<file path="src/rtl/icache.sv">
// rtl/icache.sv - direct-mapped, one-word-per-block instruction cache
// Hits are combinational in IDLE; a miss parks in FILL until memory drops iwait.
module icache #(
  parameter int NSETS = 16
) (
  input  logic        CLK,
  input  logic        nRST,
  input  logic        imemREN,
  input  logic [31:0] imemaddr,
  output logic        ihit,
  output logic [31:0] imemload,
  output logic        iREN,
  output logic [31:0] iaddr,
  input  logic        iwait,
  input  logic [31:0] iload,
  input  logic        flush,
  output logic [31:0] miss_cnt
);

  localparam int IB = $clog2(NSETS);
  localparam int TW = 30 - IB;

  typedef enum logic {IDLE, FILL} state_t;

  state_t            state, next_state;
  logic [NSETS-1:0]  valid;
  logic [TW-1:0]     tags [NSETS];
  logic [31:0]       data [NSETS];
  logic [31:0]       miss_addr;
  logic              fill_done;

  logic [IB-1:0]     req_idx, miss_idx;
  logic [TW-1:0]     req_tag, miss_tag;
  logic [1:0]        unused_byte_bits;

  assign req_idx          = imemaddr[IB+1:2];
  assign req_tag          = imemaddr[31:IB+2];
  assign miss_idx         = miss_addr[IB+1:2];
  assign miss_tag         = miss_addr[31:IB+2];
  assign unused_byte_bits = imemaddr[1:0];

  always_comb begin
    next_state = state;
    ihit       = 1'b0;
    imemload   = 32'h0;
    iREN       = 1'b0;
    iaddr      = {imemaddr[31:2], 2'b00};
    fill_done  = 1'b0;
    case (state)
      IDLE: begin
        if (imemREN && !flush) begin
          if (valid[req_idx] && tags[req_idx] == req_tag) begin
            ihit     = 1'b1;
            imemload = data[req_idx];
          end else begin
            next_state = FILL;
          end
        end
      end
      FILL: begin
        iREN  = 1'b1;
        iaddr = miss_addr;
        // flush wins over a completing fill: the returned word is dropped
        if (flush) begin
          next_state = IDLE;
        end else if (!iwait) begin
          fill_done  = 1'b1;
          next_state = IDLE;
        end
      end
      default: next_state = IDLE;
    endcase
  end

  always_ff @(posedge CLK or negedge nRST) begin
    if (!nRST) begin
      state     <= IDLE;
      valid     <= '0;
      miss_addr <= 32'h0;
      miss_cnt  <= 32'h0;
    end else begin
      state <= next_state;
      if (state == IDLE && next_state == FILL)
        miss_addr <= {imemaddr[31:2], 2'b00};
      if (flush)
        valid <= '0;
      else if (fill_done)
        valid[miss_idx] <= 1'b1;
      if (fill_done)
        miss_cnt <= miss_cnt + 32'd1;
    end
  end

  // Tag/data carry no reset; valid alone qualifies their contents.
  always_ff @(posedge CLK) begin
    if (fill_done) begin
      tags[miss_idx] <= miss_tag;
      data[miss_idx] <= iload;
    end
  end

endmodule

</file>
<file path="config.mk">
export PLATFORM = sky130hd
export DESIGN_NAME = icache
export DESIGN_NICKNAME = d
export VERILOG_FILES = /design/src/rtl/icache.sv
export SDC_FILE = /design/constraint.sdc
export NUM_CORES = 1
export LEC_CHECK = 0
export BUFFER_PORTS_ARGS = -buffer_cell sky130_fd_sc_hd__buf_4
export CELL_PAD_IN_SITES_DETAIL_PLACEMENT = 0
export CELL_PAD_IN_SITES_GLOBAL_PLACEMENT = 1
export CORE_UTILIZATION = 55
export DETAILED_ROUTE_END_ITERATION = 16
export HOLD_SLACK_MARGIN = 0.08
export PLACE_DENSITY_LB_ADDON = 0.1
export SLEW_MARGIN = 20
export SYNTH_ARGS = -nofsm -noshare
export SYNTH_HDL_FRONTEND = slang
export SYNTH_SLANG_ARGS = --single-unit
</file>
<file path="constraint.sdc">
create_clock -name CLK -period 17.3 [get_ports CLK]
set_input_delay 3.46 -clock CLK [delete_from_list [all_inputs] [get_ports CLK]]
set_output_delay 3.46 -clock CLK [all_outputs]
set_load 0.03 [all_outputs]
</file>
-- Word-level counts from Yosys, hierarchy flattened
Memory sizes are Yosys's and may differ from the RTL's.
Cells that the tools add are included.
- bits in registers: 79
- bits of input ports: 69
- RAM bits: 928
- memories kept: 2
- output and inout bits: 98
- logic and storage cells: 43
- memories (memory ; words ; bits a word ; rd ports ; clocked after Yosys merged registers in ; wr ports ; line ; source):
    data ; 16 ; 32 ; 1 ; 0 ; 1 ; 28 ; logic [31:0] data [NSETS];
    tags ; 16 ; 26 ; 1 ; 0 ; 1 ; 27 ; logic [TW-1:0] tags [NSETS];
- $add $sub $neg: 1
- bitwise gates (word level): 2
- equal/unequal tests: 1
- reductions and logical operators: 6
- magnitude comparators: 3
- muxes and demuxes: 24
- operator list (cell ; number):
    $mux W32 ; 4
    $add A32 B1 Y32 const B ; 1
    $mux W16 ; 2
    $eq A26 B26 Y1 ; 1
    $or A16 B16 Y16 ; 1
    $mux W1 ; 15
    $lt A4 B5 Y1 const B ; 2
    $bmux W1 S4 ; 1
    $demux W1 S4 ; 1
    $ge A4 B1 Y1 const B ; 1
    $logic_and A1 B1 Y1 ; 4
    $pmux W1 S2 ; 1
    $reduce_bool A2 Y1 ; 1
    $logic_not A1 Y1 ; 1
    $not A1 Y1 ; 1

-- Longest topological paths before layout
- word-level depth: 7
- gate-level depth with buffers: 14

-- Worst setup path before layout
No wires, ideal clock.
- path kind: input-to-output
- start: input imemaddr[3]
- end: output imemload[10]
- slack: 7.187 ns
- buffers on the path: 4
- cell stages on the path: 12
- data required time: 13.840 ns
- arrival time: 6.653 ns
- cells stage by stage: clkbuf_1 buf_2 buf_1 mux4_2 mux2i_1 xnor2_1 nor4_2 o22ai_1 or4_1 or4_4 buf_6 nor2b_1
- cells in the longest elaborated chain, start to end: 6
- elaborated cells between the ends (all ways): 9
- classes of those cells: eq/ne: 1; mux: 5; reduce/logical: 1; memory: 2
- RTL lines (element ; line ; source):
    from (decl) ; 9 ; input logic [31:0] imemaddr,
    $mem_v2 Z16 W26 / $bmux W1 S4 (equally long branches) ; n/a ;
    $eq A26 B26 Y1 / $mux W1 (equally long branches) ; 52 ; if (valid[req_idx] && tags[req_idx] == req_tag) begin
    $logic_and A1 B1 Y1 ; 52 ;
    $mux W32 * ; 52 ;
    $mux W32 * ; 51 ; if (imemREN && !flush) begin
    $mux W32 * ; 49 ; case (state)
    to (decl) ; 11 ; output logic [31:0] imemload,
Every way passes the cells marked *; elsewhere a longest branch is shown, timed or not. The select of a mux whose other input is x is not followed.

-- Final worst setup path
- start: input imemaddr[2]
- end: output imemload[3]
Same word-level chain as after synthesis.

==> impl_metrics.tcl <==
set metrics [dict create \
    rr_worst_depth 5 \
    htreeDepth 3 \
    dpl.cell_count 2888 \
    port_buffers 162 \
    whs_ns 0.4919 \
    synth-compound-area-share_pct 1.112 \
    criticalPathCategory "in -> out" \
    placeableCoreArea_mm2 0.07136 \
    nets 2107 \
    slew_headroom_pct 29.82 \
    setup.reg_to_reg.worst_slack_ns 13.15 \
    final_layout_size_suffix_gt1_share_pct 30.91 \
    maxCapViolCount 0 \
    clkLatencyLatePin_ns 0.65 \
    grt_first_pass_wirelength_um 128900 \
    vias 18790 \
    postLayoutCoreUtil_pct 62.97 \
    final-seq-area_mm2 0.02984 \
    synth_flop_cell "sky130_fd_sc_hd__edfxtp_1" \
    cell_depth_of_the_worst_hold_path 2 \
    post-route-drc-count 1 \
    max_freq_mhz 84.70 \
    crit_path_top_delay_cell "sky130_fd_sc_hd__or4_4" \
    yosys.cell_types.count 62 \
    library_cell_occupying_the_most_area_in_the_post_synthesis_netlist "sky130_fd_sc_hd__edfxtp_1" \
    yosysWarnings 0 \
    initial_utilization_pct 55.49 \
    layout_worst_path_cycle_share_pct 68.25 \
    crit_end "imemload[3]" \
    rsz0062_at_grt "no" \
    finalHoldViolations 0 \
    post-synth-top-count-cell "sky130_fd_sc_hd__edfxtp_1" \
    power_mw 5.127 \
    dp_worst_setup_slack_ns 5.307 \
    track_usage_pct 24.45 \
    route.detailed.vias_per_inst 6.128 \
    dieWidth_um 270.3 \
    dominant_combinational_cell_family_by_area_after_synthesis "multiplexers" \
    number_of_global_route_vias_before_repair 19430 \
    placedInstanceArea_mm2 0.04192 \
    ctsLongestPathBuffers 3 \
    finalSetupTns_ns 0 \
    grt_remaining_overflow 0 \
    synth.area.top_cells "sky130_fd_sc_hd__edfxtp_1, sky130_fd_sc_hd__mux4_2, sky130_fd_sc_hd__dfrtp_1, sky130_fd_sc_hd__mux2i_1, sky130_fd_sc_hd__mux2_2" \
    drtPass1Iterations 11 \
    outcome "finished, violations left" \
    crit-reg2reg-capture "data[3][26]$_DFFE_PP_" \
    setup.worst_path.start_class "input port" \
    crit-reg2reg-launch "state$_DFF_PN0_" \
    dp_hpwl_um 44700 \
    synth-edff-count 928 \
    synthAdderAreaFrac_pct 0.03160 \
    fillerInstances 4994 \
    worstHoldPathType "reg -> reg" \
    layoutNonFillerInstCount 3067 \
    power_density_mw_per_mm2 114.1 \
    mappedNetlistArea_mm2 0.03960 \
    critical_path_depth 10 \
    failed_checks "design-rule violations" \
    critical_path.n_buffers_inverters 3 \
    rows 98 \
    cts_hold_repair.buffers 0 \
    vdd.ir_drop.worst_mv 0.08752 \
    area_growth_syn_to_fin_pct 13.48 \
    critPathArrivalTime_ns 8.35 \
    synthArstFlopShare_pct 7.845 \
    ctsResizeCount 0 \
    netlist.area_leader.share_pct 70.37 \
    dieArea_mm2 0.07307 \
    post_drt_wl_per_cell_um 28.57 \
    drt_iter0_markers 1884 \
    cpPeakStageDelay_ns 0.83 \
    final_worst_setup_slack_ns 5.493 \
    io_pins 167 \
    report.final.setup_viol 0 \
    power.static_leakage_nw 14.87 \
    setup_skew_ns 0.01765 \
    post_synth_xor_area_fraction_pct 1.327 \
    synth-simple-area-share_pct 3.011 \
    worst_path_clk_slew_ns 0.06 \
    numClockSinks 1007 \
    critical_path.max_fanout 76 \
    grt_start_max_net_pins 116 \
    cts_tree "built" \
    total_clock_buffers_created_by_cts 97 \
    transition_time_at_the_pin_with_the_least_slew_margin_ns 1.053 \
    multiInputGateArea_mm2 0.009359 \
    drtAntennaViolNets 0 \
    endpoint_kind "primary output" \
    number_of_antenna_violations_at_the_first_check_in_global_routing 2 \
    period_minus_slack_ns 11.81 \
    worstPathRequired_ns 13.84 \
    clock-root-buffer "sky130_fd_sc_hd__clkbuf_16" \
    drt_wl_total_um 87620 \
    part_of_the_yosys_area_used_for_sequential_elements_pct 75.37 \
    ys_seq_elements 1007 \
    synth_top_cells_by_count "sky130_fd_sc_hd__edfxtp_1, sky130_fd_sc_hd__mux4_2, sky130_fd_sc_hd__dfrtp_1" \
    cell_count_after_synthesis 1834 \
    syn-mean-instance-area_um2 21.59 \
    crit_chain "buf_8 -> buf_4 -> mux4_2 -> mux4_2 -> xnor2_1 -> nand4b_1 -> or4_1 -> or4_4 -> nor2b_1 -> buf_4" \
    postCtsSetupBuffers 0 \
    final_area_mm2 0.04494 \
    place.gp.congestion 0.7725 \
    critPathLaunch "imemaddr[2]" \
    die_h_um 270.3 \
    finalMaxSlewViolations 0 \
    muxShareOfSynthArea_pct 17.82 \
    family_of_cells_with_the_greatest_summed_delay_on_the_critical_path "simple AND/OR/NAND/NOR gates" \
]
-- worst min path at each step --
stage / startpoint / endpoint
floorplan: valid[10]$_DFFE_PN0P_ / valid[10]$_DFFE_PN0P_
global placement: miss_cnt[31]$_DFFE_PN0P_ / miss_cnt[31]$_DFFE_PN0P_
detailed placement: miss_cnt[31]$_DFFE_PN0P_ / miss_cnt[31]$_DFFE_PN0P_
CTS: valid[3]$_DFFE_PN0P_ / valid[3]$_DFFE_PN0P_
global route: valid[3]$_DFFE_PN0P_ / valid[3]$_DFFE_PN0P_
finish: valid[15]$_DFFE_PN0P_ / valid[15]$_DFFE_PN0P_
-- cell usage in the layout (no fill, tap or decap), drive strengths merged, types with 15 or more instances in the layout --
master and instances:
xor2 21, buf 197, nor3 15, mux4 249, mux2i 76, clkbuf 126, xnor2 39, nor2b 37
edfxtp 928, nand2 28, clkinv 41, nor2 58, mux2 61, nand3 23, dfrtp 79
-- state kept, by name, indices dropped and copies added, names as in the netlist --
name       cells
tags         416
valid         16
miss_cnt      32
state          1
miss_addr     30
data         512
-- metal layers --
metal  vias to the layer above  part of all wire (%)  GRT usage (%)
li1                       8009                     -              -
met1                     10140                    42          34.35
met2                       534                    51          40.55
met3                       114                   5.4          3.476
met4                         0                   2.0          6.765
met5                         -                     0              0
-- cell type report --
class | count | area share, %
sequential | 1007 | 66.42
multi-input combinational | 728 | 20.83
clock buffer | 126 | 5.758
timing repair buffer | 197 | 3.352
tap | 950 | 2.645
clock inverter | 52 | 0.9411
inverter | 6 | 0.05569
antenna | 1 | 0.005569
-- where the power goes --
group          total (mW)  internal (mW)  switching [mW]
Clock                2.02           1.14           0.874
Combinational       0.305          0.132           0.173
Sequential           2.80           2.74          0.0672
Total                5.13           4.01            1.11
-- worst register-to-register path, stage by stage, from the launching register on --
cell	delay (ns)
sky130_fd_sc_hd__dfrtp_2	0.34
sky130_fd_sc_hd__buf_4	0.53
sky130_fd_sc_hd__nor3b_2	0.69
sky130_fd_sc_hd__or3b_2	0.63
sky130_fd_sc_hd__nor2_4	0.68
sky130_fd_sc_hd__buf_4	0.86
-- kinds of logic (layout without fill, tap and decap cells) --
logic type	count (synthesis)	after routing
flip-flops	1007	1007
multiplexers	386	386
AND/OR/NAND/NOR	220	220
buffers and inverters	100	381
XOR/XNOR	60	60
AO/OA/AOI/OAI	59	59
adder cells (fa/ha/maj)	1	1
other	1	3
No activity file was read; power rests on OpenSTA's default activity.
